==> config.mk <==
export PLATFORM = sky130hd
export DESIGN_NAME = scan_transfer_buffer_flat
export DESIGN_NICKNAME = d
export VERILOG_FILES = /design/src/rtl/scan_transfer_buffer_if.sv /design/src/rtl/scan_transfer_buffer.sv /design/src/flat_wrapper.sv
export SDC_FILE = /design/constraint.sdc
export NUM_CORES = 1
export LEC_CHECK = 0
export ABC_AREA = 1
export CAP_MARGIN = 30
export CORE_ASPECT_RATIO = 1.75
export CORE_UTILIZATION = 25
export DETAILED_ROUTE_END_ITERATION = 6
export PLACE_DENSITY = 0.51
export REMOVE_ABC_BUFFERS = 1
export SLEW_MARGIN = 10
export SYNTH_ARGS = -nofsm -noshare
export SYNTH_HDL_FRONTEND = slang
export SYNTH_SLANG_ARGS = --single-unit
==> constraint.sdc <==
create_clock -name clk -period 6.98 [get_ports clk]
set_input_delay 1.396 -clock clk [delete_from_list [all_inputs] [get_ports clk]]
set_output_delay 1.396 -clock clk [all_outputs]
set_load 0.02 [all_outputs]
==> src/rtl/scan_transfer_buffer_if.sv <==
`default_nettype none
// +----------------------------------------------------------------------+
// | scan_transfer_buffer_if                                              |
// | Scanner-side and host-side signals of the scan transfer buffer.     |
// | Revision: 1.0                                                        |
// +----------------------------------------------------------------------+
interface scan_transfer_buffer_if #(
  parameter int DATA_W = 8,
  parameter int DEPTH  = 16
);
  localparam int LVL_W = $clog2(DEPTH) + 1;

  logic [2:0]        s0_state;
  logic [2:0]        s1_state;
  logic [DATA_W-1:0] s0_data;
  logic [DATA_W-1:0] s1_data;
  logic              host_rd;
  logic              buf_flush;
  logic [DATA_W-1:0] host_data;
  logic              host_src;
  logic              host_valid;
  logic [LVL_W-1:0]  fill_level;
  logic              burst_done;
  logic              burst_src;
  logic              overflow;
  logic              short_burst;

  modport master (
    output s0_state, s1_state, s0_data, s1_data, host_rd, buf_flush,
    input  host_data, host_src, host_valid, fill_level,
    input  burst_done, burst_src, overflow, short_burst
  );

  modport slave (
    input  s0_state, s1_state, s0_data, s1_data, host_rd, buf_flush,
    output host_data, host_src, host_valid, fill_level,
    output burst_done, burst_src, overflow, short_burst
  );
endinterface
`default_nettype wire

==> src/rtl/scan_transfer_buffer.sv <==
`default_nettype none
// +----------------------------------------------------------------------+
// | scan_transfer_buffer                                                 |
// | Captures scanner transfer bursts into a source-tagged FWFT FIFO.    |
// | Revision: 1.0                                                        |
// +----------------------------------------------------------------------+
module scan_transfer_buffer #(
  parameter int DATA_W    = 8,
  parameter int DEPTH     = 16,
  parameter int BURST_LEN = 4
) (
  input  logic                  clk,
  input  logic                  reset,
  scan_transfer_buffer_if.slave bus
);
  localparam int PTR_W  = $clog2(DEPTH);
  localparam int LVL_W  = PTR_W + 1;
  localparam int BEAT_W = $clog2(BURST_LEN + 1);
  localparam int ENT_W  = DATA_W + 1;

  localparam logic [2:0]        TRANSFERRING = 3'b100;
  localparam logic [LVL_W-1:0]  FULL_LVL     = LVL_W'(DEPTH);
  localparam logic [BEAT_W-1:0] BEAT_LAST    = BEAT_W'(BURST_LEN);
  localparam logic [BEAT_W-1:0] BEAT_FIRST   = BEAT_W'(1);

  typedef enum logic [1:0] {
    IDLE      = 2'd0,
    CAP0      = 2'd1,
    CAP1      = 2'd2,
    WAIT_EXIT = 2'd3
  } state_t;

  state_t            state_q, state_d;
  logic [BEAT_W-1:0] beat_q, beat_d;
  logic              src_q, src_d;
  logic              burst_done_q, burst_done_d;
  logic              burst_src_q, burst_src_d;
  logic              overflow_q, overflow_d;
  logic              short_burst_q, short_burst_d;
  logic [PTR_W-1:0]  wr_ptr_q, wr_ptr_d;
  logic [PTR_W-1:0]  rd_ptr_q, rd_ptr_d;
  logic [LVL_W-1:0]  fill_q, fill_d;
  logic [ENT_W-1:0]  mem_q [DEPTH];

  logic              s0_xfer;
  logic              s1_xfer;
  logic              cur_xfer;
  logic              wr_req;
  logic [DATA_W-1:0] wr_word;
  logic              wr_src;
  logic              full;
  logic              rd_fire;
  logic              wr_ok;

  assign s0_xfer  = (bus.s0_state == TRANSFERRING);
  assign s1_xfer  = (bus.s1_state == TRANSFERRING);
  assign cur_xfer = src_q ? s1_xfer : s0_xfer;

  // Capture FSM: src_q remembers which scanner owns the current burst.
  always_comb begin
    state_d       = state_q;
    beat_d        = beat_q;
    src_d         = src_q;
    burst_done_d  = 1'b0;
    burst_src_d   = burst_src_q;
    short_burst_d = short_burst_q;
    wr_req        = 1'b0;
    wr_word       = bus.s0_data;
    wr_src        = 1'b0;
    case (state_q)
      IDLE: begin
        if (s0_xfer || s1_xfer) begin
          src_d   = ~s0_xfer;
          wr_req  = 1'b1;
          wr_word = s0_xfer ? bus.s0_data : bus.s1_data;
          wr_src  = ~s0_xfer;
          beat_d  = BEAT_FIRST;
          if (BURST_LEN == 1) begin
            burst_done_d = 1'b1;
            burst_src_d  = ~s0_xfer;
            state_d      = WAIT_EXIT;
          end else begin
            state_d = s0_xfer ? CAP0 : CAP1;
          end
        end
      end
      CAP0, CAP1: begin
        if (cur_xfer) begin
          wr_req  = 1'b1;
          wr_word = src_q ? bus.s1_data : bus.s0_data;
          wr_src  = src_q;
          beat_d  = beat_q + 1'b1;
          if ((beat_q + 1'b1) == BEAT_LAST) begin
            burst_done_d = 1'b1;
            burst_src_d  = src_q;
            state_d      = WAIT_EXIT;
          end
        end else begin
          burst_done_d  = 1'b1;
          burst_src_d   = src_q;
          short_burst_d = 1'b1;
          state_d       = IDLE;
        end
      end
      WAIT_EXIT: begin
        if (!cur_xfer) begin
          state_d = IDLE;
        end
      end
      default: state_d = IDLE;
    endcase
  end

  // A pop in the same cycle frees the slot a full FIFO needs for the write.
  assign full    = (fill_q == FULL_LVL);
  assign rd_fire = bus.host_rd && (fill_q != '0);
  assign wr_ok   = wr_req && (!full || rd_fire) && !bus.buf_flush;

  always_comb begin
    overflow_d = overflow_q | (wr_req && full && !rd_fire);
    wr_ptr_d   = wr_ptr_q;
    rd_ptr_d   = rd_ptr_q;
    fill_d     = fill_q;
    if (bus.buf_flush) begin
      wr_ptr_d = '0;
      rd_ptr_d = '0;
      fill_d   = '0;
    end else begin
      if (wr_ok) begin
        wr_ptr_d = wr_ptr_q + 1'b1;
      end
      if (rd_fire) begin
        rd_ptr_d = rd_ptr_q + 1'b1;
      end
      case ({wr_ok, rd_fire})
        2'b10:   fill_d = fill_q + 1'b1;
        2'b01:   fill_d = fill_q - 1'b1;
        default: fill_d = fill_q;
      endcase
    end
  end

  always_ff @(posedge clk) begin
    if (reset) begin
      state_q       <= IDLE;
      beat_q        <= '0;
      src_q         <= 1'b0;
      burst_done_q  <= 1'b0;
      burst_src_q   <= 1'b0;
      overflow_q    <= 1'b0;
      short_burst_q <= 1'b0;
      wr_ptr_q      <= '0;
      rd_ptr_q      <= '0;
      fill_q        <= '0;
    end else begin
      state_q       <= state_d;
      beat_q        <= beat_d;
      src_q         <= src_d;
      burst_done_q  <= burst_done_d;
      burst_src_q   <= burst_src_d;
      overflow_q    <= overflow_d;
      short_burst_q <= short_burst_d;
      wr_ptr_q      <= wr_ptr_d;
      rd_ptr_q      <= rd_ptr_d;
      fill_q        <= fill_d;
    end
  end

  always_ff @(posedge clk) begin
    if (reset) begin
      for (int i = 0; i < DEPTH; i++) begin
        mem_q[i] <= '0;
      end
    end else if (wr_ok) begin
      mem_q[wr_ptr_q] <= {wr_src, wr_word};
    end
  end

  assign bus.host_data   = mem_q[rd_ptr_q][DATA_W-1:0];
  assign bus.host_src    = mem_q[rd_ptr_q][DATA_W];
  assign bus.host_valid  = (fill_q != '0);
  assign bus.fill_level  = fill_q;
  assign bus.burst_done  = burst_done_q;
  assign bus.burst_src   = burst_src_q;
  assign bus.overflow    = overflow_q;
  assign bus.short_burst = short_burst_q;

endmodule
`default_nettype wire

==> src/flat_wrapper.sv <==
// flat-port wrapper written by rule: the top's interface ports become plain ports
module scan_transfer_buffer_flat 
#(
  parameter int DATA_W    = 8,
  parameter int DEPTH     = 16,
  parameter int BURST_LEN = 4
)
  (clk, reset, bus_s0_state, bus_s1_state, bus_s0_data, bus_s1_data, bus_host_rd, bus_buf_flush, bus_host_data, bus_host_src, bus_host_valid, bus_fill_level, bus_burst_done, bus_burst_src, bus_overflow, bus_short_burst);
  scan_transfer_buffer_if #(.DATA_W(DATA_W), .DEPTH(DEPTH)) bus_i ();
  input  logic clk;
  input  logic reset;
  input wire logic [$bits(bus_i.s0_state)-1:0] bus_s0_state;
  input wire logic [$bits(bus_i.s1_state)-1:0] bus_s1_state;
  input wire logic [$bits(bus_i.s0_data)-1:0] bus_s0_data;
  input wire logic [$bits(bus_i.s1_data)-1:0] bus_s1_data;
  input wire logic [$bits(bus_i.host_rd)-1:0] bus_host_rd;
  input wire logic [$bits(bus_i.buf_flush)-1:0] bus_buf_flush;
  output wire logic [$bits(bus_i.host_data)-1:0] bus_host_data;
  output wire logic [$bits(bus_i.host_src)-1:0] bus_host_src;
  output wire logic [$bits(bus_i.host_valid)-1:0] bus_host_valid;
  output wire logic [$bits(bus_i.fill_level)-1:0] bus_fill_level;
  output wire logic [$bits(bus_i.burst_done)-1:0] bus_burst_done;
  output wire logic [$bits(bus_i.burst_src)-1:0] bus_burst_src;
  output wire logic [$bits(bus_i.overflow)-1:0] bus_overflow;
  output wire logic [$bits(bus_i.short_burst)-1:0] bus_short_burst;
  assign bus_i.s0_state = bus_s0_state;
  assign bus_i.s1_state = bus_s1_state;
  assign bus_i.s0_data = bus_s0_data;
  assign bus_i.s1_data = bus_s1_data;
  assign bus_i.host_rd = bus_host_rd;
  assign bus_i.buf_flush = bus_buf_flush;
  assign bus_host_data = bus_i.host_data;
  assign bus_host_src = bus_i.host_src;
  assign bus_host_valid = bus_i.host_valid;
  assign bus_fill_level = bus_i.fill_level;
  assign bus_burst_done = bus_i.burst_done;
  assign bus_burst_src = bus_i.burst_src;
  assign bus_overflow = bus_i.overflow;
  assign bus_short_burst = bus_i.short_burst;
  scan_transfer_buffer #(.DATA_W(DATA_W), .DEPTH(DEPTH), .BURST_LEN(BURST_LEN)) u_core (.clk(clk), .reset(reset), .bus(bus_i));
endmodule
==> impl_metrics.yaml <==
critical_path:
  worst_ep_arrival_time_ns: 3.26
  r2r_setup_slack_ns: 4.13
  r2r_cells: 11
  cpPeakStageDelay_ns: 0.95
  endpoint_kind: "primary output"
  criticalPathCategory: "flop to primary output"
  slowest_stage: "dfxtp_4"
  rr_endpoint: "u_core.bus.fill_level[4]"
  endpoint: "bus_host_data[7]"
  path_cells: "buf_4 > mux2i_1 > o211ai_1 > nand3_1 > nand2_1 > clkdlybuf4s50_1"
  crit-reg2reg-launch: "u_core.state_q[0]"
  required_ns: 5.58
  start_kind: "flop"
  crit_fanout: 78
min_path:
  hp-class: "flop to flop"
clocking:
  root_buffer: "clkbuf_16"
  clock_sinks: 171
  insertion_delay_ns: 0.44
  htree_levels: 4
  cts_buffers: 17
  cts_hold_buf: 0
  clock_path_buffers: 2
  cts_resized: 0
  postCtsSetupBuffers: 0
  clk_pin_slew_ns: 0.07
  cts_tree: "done"
placement:
  dp_hpwl_mm: 14.9
  port_buffers: 44
  routabilityCongestion: 0.773
global_route:
  use_met2_pct: 25.2
  use_met1_pct: 14.5
  grt_pass1_wl_mm: 33.4
  track_usage_pct: 13.6
  grt_max_degree: 79
  busiest_layer: "met2"
  antenna_found_initial: 0
  globalRouteOverflowTotal: 0
  grt_pass1_vias: 5636
  grtUsageMet3_pct: 2.34
timing:
  min_period_ns: 4.65
  setup_viol: 0
  skew_ns: 0.00615
  setup-tns-final_ns: 0
  slew_headroom_pct: 34.1
  grt_setup_unrepaired: "false"
  finalMaxSlewViolations: 0
  hold_ws_ns: 0.457
  final_hold_viol_count: 0
  clock.fmax_mhz: 215
  worst_pin_slew_ns: 0.986
  finalCritPeriodShare_pct: 66.7
layout:
  multi_input_area_sq_mm: 0.00290
  final_cell_mix: "nor2_1, edfxtp_1, nand2_1, inv_1, o21ai_0"
  final_layout_size_suffix_gt1_share_pct: 8.04
  ff_latch_area_sq_mm: 0.00487
  fillers: 3349
  area_delta_synth_final_pct: 17.3
  diodes: 0
  final_common_cell: "nor2_1"
  final_nets: 861
route:
  wirelength_mm: 22.2
  wl_per_cell_um: 18.0
  viasPerCell: 4.61
  drc_errors: 0
  num_vias: 5681
  drt-initial-drc-count: 386
  antenna_left: 0
  dr.pass1.iters: 7
floorplan:
  dieWidth_um: 139
  ios: 45
  die_y_um: 242
  initial_core_util_pct: 25.5
  core-area_sq_mm: 0.0322
  rows: 87
  dieArea_sq_mm: 0.0336
run:
  max_cap_viol_count: 0
pwr:
  p_leak_nw: 3.48
  vdd_drop_max_v: 0.000129
  p_per_area_mw_per_mm2: 288
logic_synthesis:
  syn_area_sq_mm: 0.00820
  yosys_warnings: 0
  synth-seq-cells: 171
  syn_avg_cell_area_sq_um: 10.4
  synth-seq-area-share_pct: 59.3
  synthDistinctLibCells: 31
  synthCells: 791
run_status:
  status: "finished clean"
==> through the flow <==
stage	instance area (sq um)	std cells	total power [mW]	utilization [%]	worst slack, ns
final	9630	1233	2.78	29.9	2.33
after CTS	9610	1232	2.80	29.8	2.32
after detailed placement	8990	1200	1.83	27.9	2.76
after floorplan	8030	753	1.56	-	2.43
after global routing	9630	1233	2.88	29.9	2.18
after global placement	8990	1200	1.82	27.9	2.75
==> power by group <==
group	internal (mW)	switching, mW
sequential	1.16	0.0377
combinational	0.158	0.438
clock	0.563	0.421
total	1.88	0.896
==> cells in the mapped netlist, drive strengths merged <==
| cell type | n | area (sq um) |
|---|---|---|
| a21oi | 53 | 265 |
| buf | 17 | 96.3 |
| clkbuf | 21 | 78.8 |
| clkinv | 2 | 7.51 |
| dfxtp | 27 | 541 |
| edfxtp | 144 | 4320 |
| fa | 1 | 20.0 |
| ha | 14 | 175 |
| inv | 69 | 259 |
| mux2i | 36 | 360 |
| nand2 | 78 | 310 |
| nand3 | 48 | 413 |
| nand4 | 4 | 25.0 |
| nor2 | 176 | 697 |
| o211ai | 36 | 270 |
| o21a | 1 | 7.51 |
| o21ai | 56 | 280 |
| o21bai | 1 | 7.51 |
| o22ai | 1 | 12.5 |
| xnor2 | 1 | 8.76 |
| xor2 | 5 | 43.8 |
==> logic make-up (layout without fill, tap and decap cells) <==
logic type	Yosys count	in the layout	share of synthesized area, %
flops	171	171	59.3
simple gates	306	306	17.6
mux	36	36	4.39
compound gates	148	148	10.3
buf+inv	109	151	5.38
xor+xnor	6	6	0.641
fa+ha+maj	15	15	2.38
==> cell type report <==
type	count	share of cell area, %
clock buffer	24	5.77
clock inverter	8	0.663
inverter	71	2.77
multi-input combinational	511	30.1
sequential	171	50.6
tap	400	5.20
timing repair buffer	48	4.93
==> critical path, delay by kind of cell, from the launching register on <==
family | cells | cell delay [ns]
buffers and inverters | 2 | 1.11
DFF | 1 | 0.95
and+or+nand+nor | 2 | 0.29
AOI/OAI and AO/OA | 1 | 0.29
muxes | 1 | 0.13
==> state kept, by name, indices dropped and copies added (netlist names), named ones only <==
| name | flops |
|---|---|
| u_core.mem_q | 144 |
| u_core.bus.fill_level | 5 |
| u_core.rd_ptr_q | 4 |
| u_core.wr_ptr_q | 4 |
| u_core.beat_q | 3 |
| u_core.state_q | 2 |
| u_core.bus.burst_done | 1 |
| u_core.bus.burst_src | 1 |
| u_core.bus.overflow | 1 |
| u_core.bus.short_burst | 1 |
| u_core.src_q | 1 |
==> per-layer routing <==
layer  share of wire, %  up-vias
li1                   -     2782
met1                 38     2740
met2                 55      118
met3                3.3       41
met4                3.9        0
met5                  0        -
==> worst min-delay path by stage <==
stage / startpoint / to / slack, ns / cells after the start
2_1_floorplan: u_core.rd_ptr_q[2] / flop / 0.45 / 2
5_1_grt: u_core.bus.overflow / u_core.bus.overflow / 0.51 / 2
3_3_place_gp: u_core.bus.overflow / u_core.bus.overflow / 0.45 / 2
4_1_cts: u_core.bus.overflow / u_core.bus.overflow / 0.46 / 2
6_report: u_core.bus.overflow / u_core.bus.overflow / 0.46 / 2
3_5_place_dp: u_core.bus.overflow / u_core.bus.overflow / 0.45 / 2
Power figures use the tool's default switching activity.
